--- config.mk ---
export PLATFORM = sky130hd
export DESIGN_NAME = axis_event_packer
export DESIGN_NICKNAME = d
export VERILOG_FILES = /design/src/rtl/axis_event_packer.sv
export SDC_FILE = /design/constraint.sdc
export NUM_CORES = 2
export LEC_CHECK = 0
export ABC_AREA = 1
export BUFFER_PORTS_ARGS = -buffer_cell sky130_fd_sc_hd__clkbuf_2
export CORE_MARGIN = 5
export CORE_UTILIZATION = 35
export CTS_BUF_LIST = sky130_fd_sc_hd__clkbuf_8
export DETAILED_ROUTE_END_ITERATION = 8
export HOLD_SLACK_MARGIN = 0.06
export PLACE_DENSITY = 0.56
export SKIP_CTS_REPAIR_TIMING = 1
export SLEW_MARGIN = 10
export SYNTH_ARGS = -nofsm -noshare
export SYNTH_HDL_FRONTEND = slang
export SYNTH_SLANG_ARGS = --single-unit
--- constraint.sdc ---
create_clock -name aclk -period 9.8 [get_ports aclk]
set_input_delay 0.49 -clock aclk [delete_from_list [all_inputs] [get_ports aclk]]
set_output_delay 0.49 -clock aclk [all_outputs]
set_load 0.03 [all_outputs]
--- src/rtl/axis_event_packer.sv ---
// -----------------------------------------------------------------------------
// axis_event_packer
//
// Buffers 128-bit events {time[61:0], data[65:0]} from a stream without
// back-pressure in a small FIFO, then serialises each event into two 64-bit
// AXI4-Stream beats (low half first, tlast on the high half). Events arriving
// while the FIFO is full are dropped and counted in a saturating counter.
//
// Optional feature (macro AXIS_EVENT_PACKER_MARKER_EN): a second saturating
// counter tracks drops since the last marker. At the next event boundary a
// two-beat marker {zero-extended count, all ones} is emitted ahead of the
// next FIFO event. With the macro undefined no markers are produced.
//
// Ports:
//   aclk, aresetn       clock, asynchronous active-low reset
//   s_axis_tdata/tvalid event input (no tready, never stalls)
//   m_axis_tdata/tvalid/tready/tlast  64-bit beat output
//   drop_count          total dropped events, saturating
//   fifo_level          current FIFO occupancy (0..DEPTH)
// -----------------------------------------------------------------------------
module axis_event_packer #(
    parameter int FIFO_DEPTH_LOG2 = 4,
    parameter int DROP_CNT_WIDTH  = 32
) (
    input  logic                       aclk,
    input  logic                       aresetn,
    input  logic [127:0]               s_axis_tdata,
    input  logic                       s_axis_tvalid,
    output logic [63:0]                m_axis_tdata,
    output logic                       m_axis_tvalid,
    input  logic                       m_axis_tready,
    output logic                       m_axis_tlast,
    output logic [DROP_CNT_WIDTH-1:0]  drop_count,
    output logic [FIFO_DEPTH_LOG2:0]   fifo_level
);

    localparam int DEPTH = 1 << FIFO_DEPTH_LOG2;
    localparam logic [FIFO_DEPTH_LOG2:0]  LVL_FULL = {1'b1, {FIFO_DEPTH_LOG2{1'b0}}};
    localparam logic [FIFO_DEPTH_LOG2:0]  LVL_ZERO = {(FIFO_DEPTH_LOG2+1){1'b0}};
    localparam logic [FIFO_DEPTH_LOG2:0]  LVL_ONE  = {{FIFO_DEPTH_LOG2{1'b0}}, 1'b1};
    localparam logic [FIFO_DEPTH_LOG2-1:0] PTR_ONE = {{(FIFO_DEPTH_LOG2-1){1'b0}}, 1'b1};
    localparam logic [DROP_CNT_WIDTH-1:0] CNT_MAX  = {DROP_CNT_WIDTH{1'b1}};
    localparam logic [DROP_CNT_WIDTH-1:0] CNT_ZERO = {DROP_CNT_WIDTH{1'b0}};
    localparam logic [DROP_CNT_WIDTH-1:0] CNT_ONE  = {{(DROP_CNT_WIDTH-1){1'b0}}, 1'b1};

    typedef enum logic [1:0] {
        ST_IDLE = 2'd0,
        ST_LO   = 2'd1,
        ST_HI   = 2'd2
    } state_e;

    // Storage and state
    logic [127:0]                mem_q [DEPTH];
    logic [FIFO_DEPTH_LOG2-1:0]  wr_ptr_q, wr_ptr_d;
    logic [FIFO_DEPTH_LOG2-1:0]  rd_ptr_q, rd_ptr_d;
    logic [FIFO_DEPTH_LOG2:0]    level_q, level_d;
    logic [DROP_CNT_WIDTH-1:0]   drop_count_q, drop_count_d;
    state_e                      state_q, state_d;
    logic [63:0]                 tdata_q, tdata_d;
    logic [63:0]                 hi_q, hi_d;       // second beat, loaded with the first
    logic                        tvalid_q, tvalid_d;
    logic                        tlast_q, tlast_d;

    logic          push_s, drop_s, xfer_s, boundary_s, marker_s, pop_s;
    logic [127:0]  rd_data_s;
    logic [63:0]   marker_beat0_s;

`ifdef AXIS_EVENT_PACKER_MARKER_EN
    logic [DROP_CNT_WIDTH-1:0]   interval_q, interval_d;
`endif

    // Handshake qualifiers; "full" and "non-empty" both use the registered level
    always_comb begin
        push_s     = s_axis_tvalid && (level_q != LVL_FULL);
        drop_s     = s_axis_tvalid && (level_q == LVL_FULL);
        xfer_s     = tvalid_q && m_axis_tready;
        boundary_s = (state_q == ST_IDLE) || ((state_q == ST_HI) && xfer_s);
        rd_data_s  = mem_q[rd_ptr_q];
`ifdef AXIS_EVENT_PACKER_MARKER_EN
        marker_s       = boundary_s && (interval_q != CNT_ZERO);
        marker_beat0_s = 64'(interval_q);
`else
        marker_s       = 1'b0;
        marker_beat0_s = 64'h0000_0000_0000_0000;
`endif
        // A pending marker takes the boundary, leaving the FIFO untouched
        pop_s = boundary_s && !marker_s && (level_q != LVL_ZERO);
    end

    // FIFO pointers, level and drop counters
    always_comb begin
        wr_ptr_d     = wr_ptr_q;
        rd_ptr_d     = rd_ptr_q;
        level_d      = level_q;
        drop_count_d = drop_count_q;
        if (push_s) begin
            wr_ptr_d = wr_ptr_q + PTR_ONE;
        end else begin
            wr_ptr_d = wr_ptr_q;
        end
        if (pop_s) begin
            rd_ptr_d = rd_ptr_q + PTR_ONE;
        end else begin
            rd_ptr_d = rd_ptr_q;
        end
        case ({push_s, pop_s})
            2'b10:   level_d = level_q + LVL_ONE;
            2'b01:   level_d = level_q - LVL_ONE;
            default: level_d = level_q;
        endcase
        if (drop_s && (drop_count_q != CNT_MAX)) begin
            drop_count_d = drop_count_q + CNT_ONE;
        end else begin
            drop_count_d = drop_count_q;
        end
`ifdef AXIS_EVENT_PACKER_MARKER_EN
        interval_d = interval_q;
        if (marker_s) begin
            // Capturing the marker restarts the interval; a drop on the same edge counts
            interval_d = drop_s ? CNT_ONE : CNT_ZERO;
        end else if (drop_s && (interval_q != CNT_MAX)) begin
            interval_d = interval_q + CNT_ONE;
        end else begin
            interval_d = interval_q;
        end
`endif
    end

    // Output beat sequencer: IDLE -> LO (beat0) -> HI (beat1) -> LO or IDLE
    always_comb begin
        state_d  = state_q;
        tdata_d  = tdata_q;
        hi_d     = hi_q;
        tvalid_d = tvalid_q;
        tlast_d  = tlast_q;
        case (state_q)
            ST_IDLE, ST_HI: begin
                if (marker_s) begin
                    tdata_d  = marker_beat0_s;
                    hi_d     = 64'hFFFF_FFFF_FFFF_FFFF;
                    tvalid_d = 1'b1;
                    tlast_d  = 1'b0;
                    state_d  = ST_LO;
                end else if (pop_s) begin
                    tdata_d  = rd_data_s[63:0];
                    hi_d     = rd_data_s[127:64];
                    tvalid_d = 1'b1;
                    tlast_d  = 1'b0;
                    state_d  = ST_LO;
                end else if (state_q == ST_HI && xfer_s) begin
                    tvalid_d = 1'b0;
                    tlast_d  = 1'b0;
                    state_d  = ST_IDLE;
                end else begin
                    state_d = state_q;
                end
            end
            ST_LO: begin
                if (xfer_s) begin
                    tdata_d = hi_q;
                    tlast_d = 1'b1;
                    state_d = ST_HI;
                end else begin
                    state_d = ST_LO;
                end
            end
            default: begin
                tvalid_d = 1'b0;
                tlast_d  = 1'b0;
                state_d  = ST_IDLE;
            end
        endcase
    end

    // Event storage; contents need no reset since level gates every read
    always_ff @(posedge aclk) begin
        if (push_s) begin
            mem_q[wr_ptr_q] <= s_axis_tdata;
        end
    end

    // All control and output registers; reset clears outputs without a clock
    always_ff @(posedge aclk or negedge aresetn) begin
        if (!aresetn) begin
            wr_ptr_q     <= {FIFO_DEPTH_LOG2{1'b0}};
            rd_ptr_q     <= {FIFO_DEPTH_LOG2{1'b0}};
            level_q      <= LVL_ZERO;
            drop_count_q <= CNT_ZERO;
            state_q      <= ST_IDLE;
            tdata_q      <= 64'h0000_0000_0000_0000;
            hi_q         <= 64'h0000_0000_0000_0000;
            tvalid_q     <= 1'b0;
            tlast_q      <= 1'b0;
`ifdef AXIS_EVENT_PACKER_MARKER_EN
            interval_q   <= CNT_ZERO;
`endif
        end else begin
            wr_ptr_q     <= wr_ptr_d;
            rd_ptr_q     <= rd_ptr_d;
            level_q      <= level_d;
            drop_count_q <= drop_count_d;
            state_q      <= state_d;
            tdata_q      <= tdata_d;
            hi_q         <= hi_d;
            tvalid_q     <= tvalid_d;
            tlast_q      <= tlast_d;
`ifdef AXIS_EVENT_PACKER_MARKER_EN
            interval_q   <= interval_d;
`endif
        end
    end

    assign m_axis_tdata  = tdata_q;
    assign m_axis_tvalid = tvalid_q;
    assign m_axis_tlast  = tlast_q;
    assign drop_count    = drop_count_q;
    assign fifo_level    = level_q;

endmodule
==> flow_summary.toml <==
[status]
status = "finished clean"

[floorplanning]
die_w_um = 521
die_h_um = 521
initial_core_util_pct = 35.2
ios = 235
core_um2 = 260000
die_area_um2 = 271000
rows = 187

[placed_design]
place_ws_ns = 5.55
port-buffer-count = 234
placed_area_um2 = 95500
dp_hpwl_mm = 140
gp_congestion = 0.799

[route]
ant_nets = 0
drcViolationCount = 0
post_drt_wl_per_cell_um = 22.6
vias = 62000
routed_via_density = 5.08
drtIter0Drc = 6118
firstDrtPassIters = 5
wirelength_mm = 276

[logic_synthesis]
synth_area_leaders = "edfxtp_1, nand2_1, nand3_1"
yosysTopAreaCell = "edfxtp_1"
synth.most_common_cell = "nand2_1"
synth_area_um2 = 91400
ys_types = 33
async_flop_share_pct = 7.96
synth_edf_count = 2048
syn-num-nets = 8272
yosysWarnings = 0
ys_seq_elements = 2225
synth_seq_area_share_pct = 72.1
synthTopCellsByCount = "nand2_1, edfxtp_1, nand3_1, inv_1, nor2_1"
synth_top_flop_cell = "edfxtp_1"
syn_area_per_cell_um2 = 11.2
synth_top_area_share_pct = 67.3
synthCells = 8130

[job]
drv_cap = 0

[critical_path]
end_kind = "flop"
cp_slowest_cell = "nor2_4"
cp_cell_sequence = "inv_1, nand4_1, nand2_1, inv_1, nand2_1, nor2_4, buf_4, buf_4"
max_stage_delay_ns = 0.92
critPathRequiredTime_ns = 10.42
path_max_fanout = 42
crit_type = "reg -> reg"
crit_arrival_ns = 4.87
setup.worst_path.start_class = "flop"

[global_routing]
antenna_found_initial = 51
grt_pass1_vias = 59200
grt.overflow.total = 0
grt_usage_pct = 19.8
grt_max_degree = 221
grt_pass1_wl_mm = 404

[sta]
fin_setup_tns_ns = 0
final_hold_viol_count = 0
slew_headroom_pct = 16.0
period_share_pct = 43.4
holdWs_ns = 0.0911
setup_violations = 0
worst_pin_slew_ns = 1.26
max_freq_mhz = 235
finalCriticalPeriod_ns = 4.25
rsz0062_at_grt = "no"
skew_ns = 0.0737
drv_slew = 0
finalWorstSetupSlack_ns = 5.55

[layout]
layout.nets = 8637
utilization_pct = 39.9
stdcell_area_um2 = 104000
drive_gt1_share_pct = 10.2
area_growth_pct = 13.4

[clock_tree]
htreeDepth = 5
clk_latency_ns = 1.09
clock-sinks = 2225
clk_path_buf_depth = 4
cts_buffers = 369
cts_tree = "built"
cts_root_buf = "clkbuf_8"
clkTransAtPathRegs_ns = 0.06

[pwr]
power.density_nw_per_um2 = 199
ir_worst_vdd_mv = 0.0943
p_leak_nw = 40.0

[hold_path]
worstHoldPathType = "in -> async"
-- stage by stage --
step / power (mW) / cells
floorplan: 12.5 / 8130
global placement: 13.1 / 11400
detailed placement: 13.2 / 11400
CTS: 20.8 / 12100
global route: 21.4 / 12200
finish: 20.6 / 12200
-- worst max-delay path: cells and delay by family (launching register included) --
family                 cells  cell delay [ns]
buffers and inverters      4             1.77
AND/OR/NAND/NOR            4             1.53
flip-flops                 1             0.44
-- cells by family after synthesis --
logic type                 count (synthesis)  share of synthesized area (%)
and+or+nand+nor                         4694                           21.6
xor gates and xnor gates                  35                          0.335
DFF                                     2225                           72.1
adders and majority gates                 10                          0.137
buffers and inverters                    946                           4.58
AOI/OAI and AO/OA                        220                           1.25
-- cell type report --
cell class              instances  area, um2
diodes                         25       62.6
clock buffers                 402       5530
clock inverters               256       1220
fillers                     24900     156000
inverters                     475       1840
multi-input cells            4959      21400
flip-flops and latches       2225      65900
well taps                    3402       4260
repair buffers                465       3390
-- state kept, by name (all words and copies together) (netlist names), 2 cells and up --
name	cells
state_q	2
wr_ptr_q	4
hi_q	64
mem_q	2048
fifo_level	5
drop_count	32
m_axis_tdata	64
rd_ptr_q	4
-- path summary, 6_finish.rpt --
path | start | to | slack [ns] | depth (start not counted)
max in group asynchronous | aresetn | rd_ptr_q[3] | 8.14 | 3
min in group aclk | s_axis_tdata[58] | mem_q[6][58] | 0.38 | 2
min reg2reg | m_axis_tdata[21] | m_axis_tdata[21] | 0.48 | 2
max reg2reg | fifo_level[0] | mem_q[9][112] | 5.55 | 8
min | aresetn | drop_count[1] | 0.09 | 2
max | fifo_level[0] | mem_q[9][112] | 5.55 | 8
-- routing by layer --
metal	share of wire [%]	global-route usage (%)	up-vias	wire length (um)
met5	0.066	0	-	182
met4	3.0	6.54	30	8260
met3	7.0	3.88	504	19300
met2	47	31.9	2325	130000
met1	43	27.0	30800	119000
li1	-	-	28400	-
-- report_power, final --
group | internal (mW) | switching (mW)
registers | 11.3 | 0.176
logic | 0.296 | 1.25
clock network | 3.92 | 3.69
total | 15.5 | 5.12
-- layout by cell type, fill, tap and decap left out, types with 3 or more instances in the layout --
cell	count
clkinv_1	77
clkbuf_8	402
nand3b_1	4
o21ai_0	94
nor2_2	3
ha_1	10
o22ai_1	30
nor3_1	23
edfxtp_1	2048
nor2_1	281
dfrtp_4	4
clkinvlp_4	5
bufinv_16	6
xor2_1	19
buf_4	88
diode_2	25
a21oi_1	94
buf_12	12
nand3_1	1451
nand2_1	2833
dlygate4sd3_1	131
dfrtp_1	173
nor2_4	17
inv_1	582
nand4_1	8
xnor2_1	16
or2_1	5
clkbuf_2	233
inv_8	4
nand2_4	3
inv_6	4
clkinv_2	49
or2_2	62
Note: power is estimated with default switching activity, not from simulation.
